===== config.mk =====
export PLATFORM = sky130hd
export DESIGN_NAME = cs_measure_engine
export DESIGN_NICKNAME = d
export VERILOG_FILES = /design/src/rtl/cs_measure_engine_pkg.sv /design/src/rtl/cs_lfsr16.sv /design/src/rtl/cs_measure_engine.sv
export SDC_FILE = /design/constraint.sdc
export NUM_CORES = 1
export LEC_CHECK = 0
export ABC_AREA = 1
export CORE_ASPECT_RATIO = 0.7
export CORE_MARGIN = 3
export CORE_UTILIZATION = 62
export CTS_CLUSTER_DIAMETER = 80
export DETAILED_ROUTE_END_ITERATION = 10
export PLACE_DENSITY_LB_ADDON = 0.15
export SKIP_CTS_REPAIR_TIMING = 1
export SLEW_MARGIN = 20
export SYNTH_ARGS = -nofsm -noshare
export SYNTH_HDL_FRONTEND = slang
export SYNTH_SLANG_ARGS = --single-unit

===== constraint.sdc =====
create_clock -name clk -period 5.9 [get_ports clk]
set_input_delay 0.59 -clock clk [delete_from_list [all_inputs] [get_ports clk]]
set_output_delay 0.59 -clock clk [all_outputs]
set_load 0.005 [all_outputs]

===== src/rtl/cs_measure_engine_pkg.sv =====
// Shared constants, state encoding and LFSR step rule for the compressive-sensing measurement engine.
package cs_measure_engine_pkg;

  localparam int N      = 64;
  localparam int M      = 16;
  localparam int DATA_W = 8;
  localparam int ACC_W  = DATA_W + $clog2(N) + 1;
  localparam int PTR_W  = $clog2(N);
  localparam int ROW_W  = $clog2(M);

  localparam logic [15:0] SEED      = 16'hACE1;
  localparam logic [15:0] LFSR_TAPS = 16'hB400;

  typedef enum logic [1:0] {
    LOAD    = 2'd0,
    COMPUTE = 2'd1,
    EMIT    = 2'd2
  } state_t;

  // Galois right-shift step for x^16+x^14+x^13+x^11+1.
  function automatic logic [15:0] lfsr_next(input logic [15:0] s);
    return s[0] ? ((s >> 1) ^ LFSR_TAPS) : (s >> 1);
  endfunction

endpackage


===== src/rtl/cs_lfsr16.sv =====
// 16-bit Galois LFSR generating the +/-1 measurement matrix; reloadable with a seed.
module cs_lfsr16
  import cs_measure_engine_pkg::*;
#(
  parameter logic [15:0] RESET_SEED = SEED
) (
  input  logic        clk,
  input  logic        rst,
  input  logic        load,
  input  logic        step,
  input  logic [15:0] seed,
  output logic [15:0] state,
  output logic        bit_out
);

  // NOTE: registers use non-blocking assignments so every flop samples pre-edge values.
  always_ff @(posedge clk or posedge rst) begin
    if (rst)       state <= RESET_SEED;
    else if (load) state <= seed;
    else if (step) state <= lfsr_next(state);
  end

  assign bit_out = state[0];

endmodule


===== src/rtl/cs_measure_engine.sv =====
// Buffers a frame of N samples, then streams M signed measurements y[m] = sum phi[m][n]*x[n].
module cs_measure_engine
  import cs_measure_engine_pkg::*;
(
  input  logic                     clk,
  input  logic                     rst,
  input  logic                     in_valid,
  input  logic [DATA_W-1:0]        in_data,
  output logic                     out_valid,
  input  logic                     out_ready,
  output logic signed [ACC_W-1:0]  out_data,
  output logic                     out_last,
  output logic                     busy,
  output logic                     overrun
);

  localparam logic [PTR_W-1:0] LAST_COL = PTR_W'(N - 1);
  localparam logic [ROW_W-1:0] LAST_ROW = ROW_W'(M - 1);

  state_t                    state;
  logic [DATA_W-1:0]         sample_buf [N];
  logic [PTR_W-1:0]          wr_ptr;
  logic [PTR_W-1:0]          col;
  logic [ROW_W-1:0]          row;
  logic signed [ACC_W-1:0]   acc;
  logic signed [ACC_W-1:0]   sample_ext;
  logic signed [ACC_W-1:0]   mac_sum;
  logic                      frame_done;
  logic                      phi_bit;
  logic [15:0]               lfsr_state;
  logic                      unused_lfsr;

  assign frame_done  = (state == LOAD) && in_valid && (wr_ptr == LAST_COL);
  assign sample_ext  = $signed({{(ACC_W-DATA_W){1'b0}}, sample_buf[col]});
  assign mac_sum     = phi_bit ? (acc + sample_ext) : (acc - sample_ext);
  assign unused_lfsr = ^lfsr_state;

  // Reseeded on every frame so each frame sees the same matrix.
  cs_lfsr16 #(.RESET_SEED(SEED)) u_lfsr (
    .clk     (clk),
    .rst     (rst),
    .load    (frame_done),
    .step    (state == COMPUTE),
    .seed    (SEED),
    .state   (lfsr_state),
    .bit_out (phi_bit)
  );

  // NOTE: the sample buffer has no reset; every entry is rewritten before a frame is computed.
  always_ff @(posedge clk) begin
    if (state == LOAD && in_valid) sample_buf[wr_ptr] <= in_data;
  end

  always_ff @(posedge clk or posedge rst) begin
    if (rst) begin
      state     <= LOAD;
      wr_ptr    <= '0;
      row       <= '0;
      col       <= '0;
      acc       <= '0;
      out_valid <= 1'b0;
      out_data  <= '0;
      out_last  <= 1'b0;
      busy      <= 1'b0;
      overrun   <= 1'b0;
    end else begin
      if (in_valid && state != LOAD) overrun <= 1'b1;

      unique case (state)
        LOAD: begin
          if (in_valid) begin
            if (wr_ptr == LAST_COL) begin
              wr_ptr <= '0;
              row    <= '0;
              col    <= '0;
              acc    <= '0;
              busy   <= 1'b1;
              state  <= COMPUTE;
            end else begin
              wr_ptr <= wr_ptr + 1'b1;
            end
          end
        end
        COMPUTE: begin
          acc <= mac_sum;
          col <= col + 1'b1;
          if (col == LAST_COL) begin
            out_data  <= mac_sum;
            out_valid <= 1'b1;
            out_last  <= (row == LAST_ROW);
            state     <= EMIT;
          end
        end
        EMIT: begin
          if (out_ready) begin
            out_valid <= 1'b0;
            if (row == LAST_ROW) begin
              out_last <= 1'b0;
              busy     <= 1'b0;
              state    <= LOAD;
            end else begin
              row   <= row + 1'b1;
              col   <= '0;
              acc   <= '0;
              state <= COMPUTE;
            end
          end
        end
        default: state <= LOAD;
      endcase
    end
  end

endmodule


==> flow_summary.json <==
{
  "status": "completed",
  "fmax_mhz": 192,
  "clock_sinks": 580,
  "postPlaceCellArea_sq_um": 25000,
  "ios": 31,
  "end_kind": "flop",
  "worst_pin_slew_ns": 1.07,
  "clk_latency_ns": 0.58,
  "grt_pass1_wl_um": 90300,
  "path_clk_slew_ns": 0.06,
  "slew_headroom": 0.290,
  "seq_area_frac_synth": 0.702,
  "cts-root-buf": "clkbuf_16",
  "track_usage": 0.282,
  "drcViolationCount": 0,
  "async_flop_share": 0.117,
  "final_nets": 2200,
  "numCtsBuffers": 52,
  "rsz0062_at_grt": "no",
  "syn_area_sq_um": 24300,
  "synthesis.nets": 2209,
  "drt-initial-drc-count": 2094,
  "yosys_register_bits": 580,
  "total_power_mw": 14.1,
  "drt_pass1_iterations": 7,
  "crit_path_max_fanout": 171,
  "finClkSkew_ns": 0.0184,
  "r2r_slack_ns": 0.70,
  "synth_top_area_frac": 0.632,
  "final_area_sq_um": 26600,
  "whs_path_depth": 1,
  "setup_violations": 0,
  "start_kind": "flop",
  "synthToLayoutAreaGrowth_pct": 9.33,
  "viasPerCell": 6.04,
  "synth.area.top_cells": "edfxtp_1 63%, nand2_1 9.2%, nand3_1 6.6%, dfrtp_1 6.2%, nor2_1 2.7%",
  "num_vias": 16500,
  "drv_cap": 0,
  "r2r-start": "col[0]",
  "wl_per_cell_um": 21.5,
  "synthCells": 2175,
  "rows": 60,
  "syn_area_per_cell_sq_um": 11.2,
  "grt_pass1_vias": 15600,
  "fin_ws_ns": 0.699,
  "reg2reg_to": "acc[10]",
  "die_x_um": 243,
  "p_per_area_nw_per_um2": 531,
  "routed_wl_um": 58700,
  "max-vdd-ir-drop_mv": 0.492,
  "hold_class": "in2reg",
  "yosysWarnings": 0,
  "ys.flop_type": "edfxtp_1",
  "hold_end": "sample_buf[12][5]",
  "grt_max_degree": 266,
  "io_buffers": 30,
  "cts_tree": "done",
  "reg2reg_depth": 26,
  "place_congestion": 0.874,
  "start_util": 0.631,
  "dieHeight_um": 172,
  "fin_crit_sh": 0.882,
  "fin_setup_tns_ns": 0,
  "yosysMostFrequentCell": "nand2_1",
  "clock_path_buffers": 3,
  "synth_edf_count": 512,
  "worstPathArrival_ns": 5.71,
  "synth.distinct_cells": 41,
  "globalRouteOverflowTotal": 0,
  "preCtsSetupSlack_ns": 0.989,
  "drive_gt1_frac": 0.0576,
  "ant_nets": 0,
  "synth_common_cells": "596 x nand2_1, 512 x edfxtp_1, 320 x nand3_1",
  "hold_viol": 0,
  "hpwl_um": 34000,
  "slew_viol_final": 0,
  "power_leakage_nw": 9.70,
  "h-tree-depth": 2,
  "path_class": "reg2reg",
  "hp-start": "in_data[5]",
  "fin_crit_ns": 5.20,
  "post-route-util": 0.690,
  "synth_top_area_cell": "edfxtp_1",
  "cp.required_ns": 6.41,
  "dieArea_sq_um": 41700,
  "antenna_found_initial": 1,
  "core_sq_um": 38600
}
[per-layer routing]
layer | track usage | vias up | routed length, um
li1 | - | 7581 | -
met1 | 0.425 | 8003 | 25100
met2 | 0.422 | 818 | 25900
met3 | 0.0625 | 106 | 6360
met4 | 0.0786 | 0 | 1340
met5 | 0 | - | 0
[state kept, by name (all words and copies together) (netlist names)]
register and cells:
busy 1, out_last 1, out_valid 1, state 2, row 4, sample_buf 512
u_lfsr.state 16, wr_ptr 6, out_data 15, col 6, overrun 1, acc 15
[final cells by class]
type | instances | area, sq um
Inverter | 76 | 292
Sequential cell | 580 | 17100
Antenna cell | 1 | 2.50
Fill cell | 2823 | 12000
Clock buffer | 71 | 1490
Multi-Input combinational cell | 1403 | 6420
Timing Repair Buffer | 53 | 543
Clock inverter | 22 | 109
Tap cell | 527 | 659
[power by group]
group	total, mW	switching [mW]	leakage, nW	internal [mW]
sequential	4.93	0.193	5.43	4.73
clock	3.20	1.44	0.786	1.76
combinational	6.01	4.14	3.49	1.87
[cell families after synthesis]
logic type / after synthesis / synth area share
AOI/OAI and AO/OA: 251 / 0.0559
xor gates and xnor gates: 17 / 0.00612
adders and majority gates: 22 / 0.0116
buffers and inverters: 192 / 0.0342
DFF: 580 / 0.702
and+or+nand+nor: 1113 / 0.190
[stage by stage]
| stage | cells | hold WS [ns] |
|---|---|---|
| final | 2733 | 0.306 |
| after global routing | 2732 | 0.306 |
| after CTS | 2731 | 0.288 |
| after detailed placement | 2638 | 0.466 |
| after global placement | 2638 | 0.461 |
| after floorplan | 2175 | 0.451 |
[cell usage in the layout, fill, tap and decap left out, types with 2 or more instances in the layout]
cell type	n
or2_2	3
ha_1	21
o21ai_0	111
o22ai_1	32
clkbuf_1	9
inv_2	6
clkdlybuf4s50_1	22
buf_4	16
edfxtp_1	512
clkinv_2	7
nor3_1	10
clkbuf_8	4
o211ai_1	2
nor2_1	177
clkbuf_4	3
inv_6	2
clkbuf_16	55
xor2_1	12
inv_1	65
dfstp_2	8
o21a_1	3
o21ai_1	13
a32o_1	3
dfrtp_1	57
nand3_1	320
buf_12	7
buf_2	7
nand2_1	596
xnor2_1	5
a21oi_1	73
clkinv_1	16
a22oi_1	8
dfrtp_4	2
[worst max-delay path by stage]
| stage | start | to | slack [ns] | depth (start not counted) |
|---|---|---|---|---|
| after CTS | col[0] | out_data[10] | 0.93 | 26 |
| after detailed placement | col[0] | out_data[9] | 0.99 | 24 |
| final | col[0] | acc[10] | 0.70 | 26 |
| after floorplan | col[0] | acc[10] | 2.26 | 27 |
| after global routing | col[0] | acc[10] | 0.43 | 26 |
| after global placement | col[0] | out_data[10] | 1.11 | 26 |
[worst max-delay path, stage by stage, from the launching register on]
cell and delay, ns:
dfrtp_4 0.45, buf_12 0.33, buf_16 0.51, o21ai_0 0.23, o22ai_1 0.22, nand2_1 0.09
nand2_1 0.12, nand2_1 0.06, nand3_1 0.19, nand2_1 0.08, nand2_1 0.13, inv_1 0.08
ha_1 0.30, nand2_1 0.06, o21ai_0 0.16, fa_1 0.45, nand2_1 0.08, nand2_1 0.06
a21oi_1 0.25, o21ai_0 0.20, nand3_1 0.14, nand2_1 0.06, nand2_1 0.08, nand2_1 0.06
a21oi_1 0.15, xor2_1 0.20, a22o_1 0.15
Note: power is estimated with default switching activity, not from simulation.
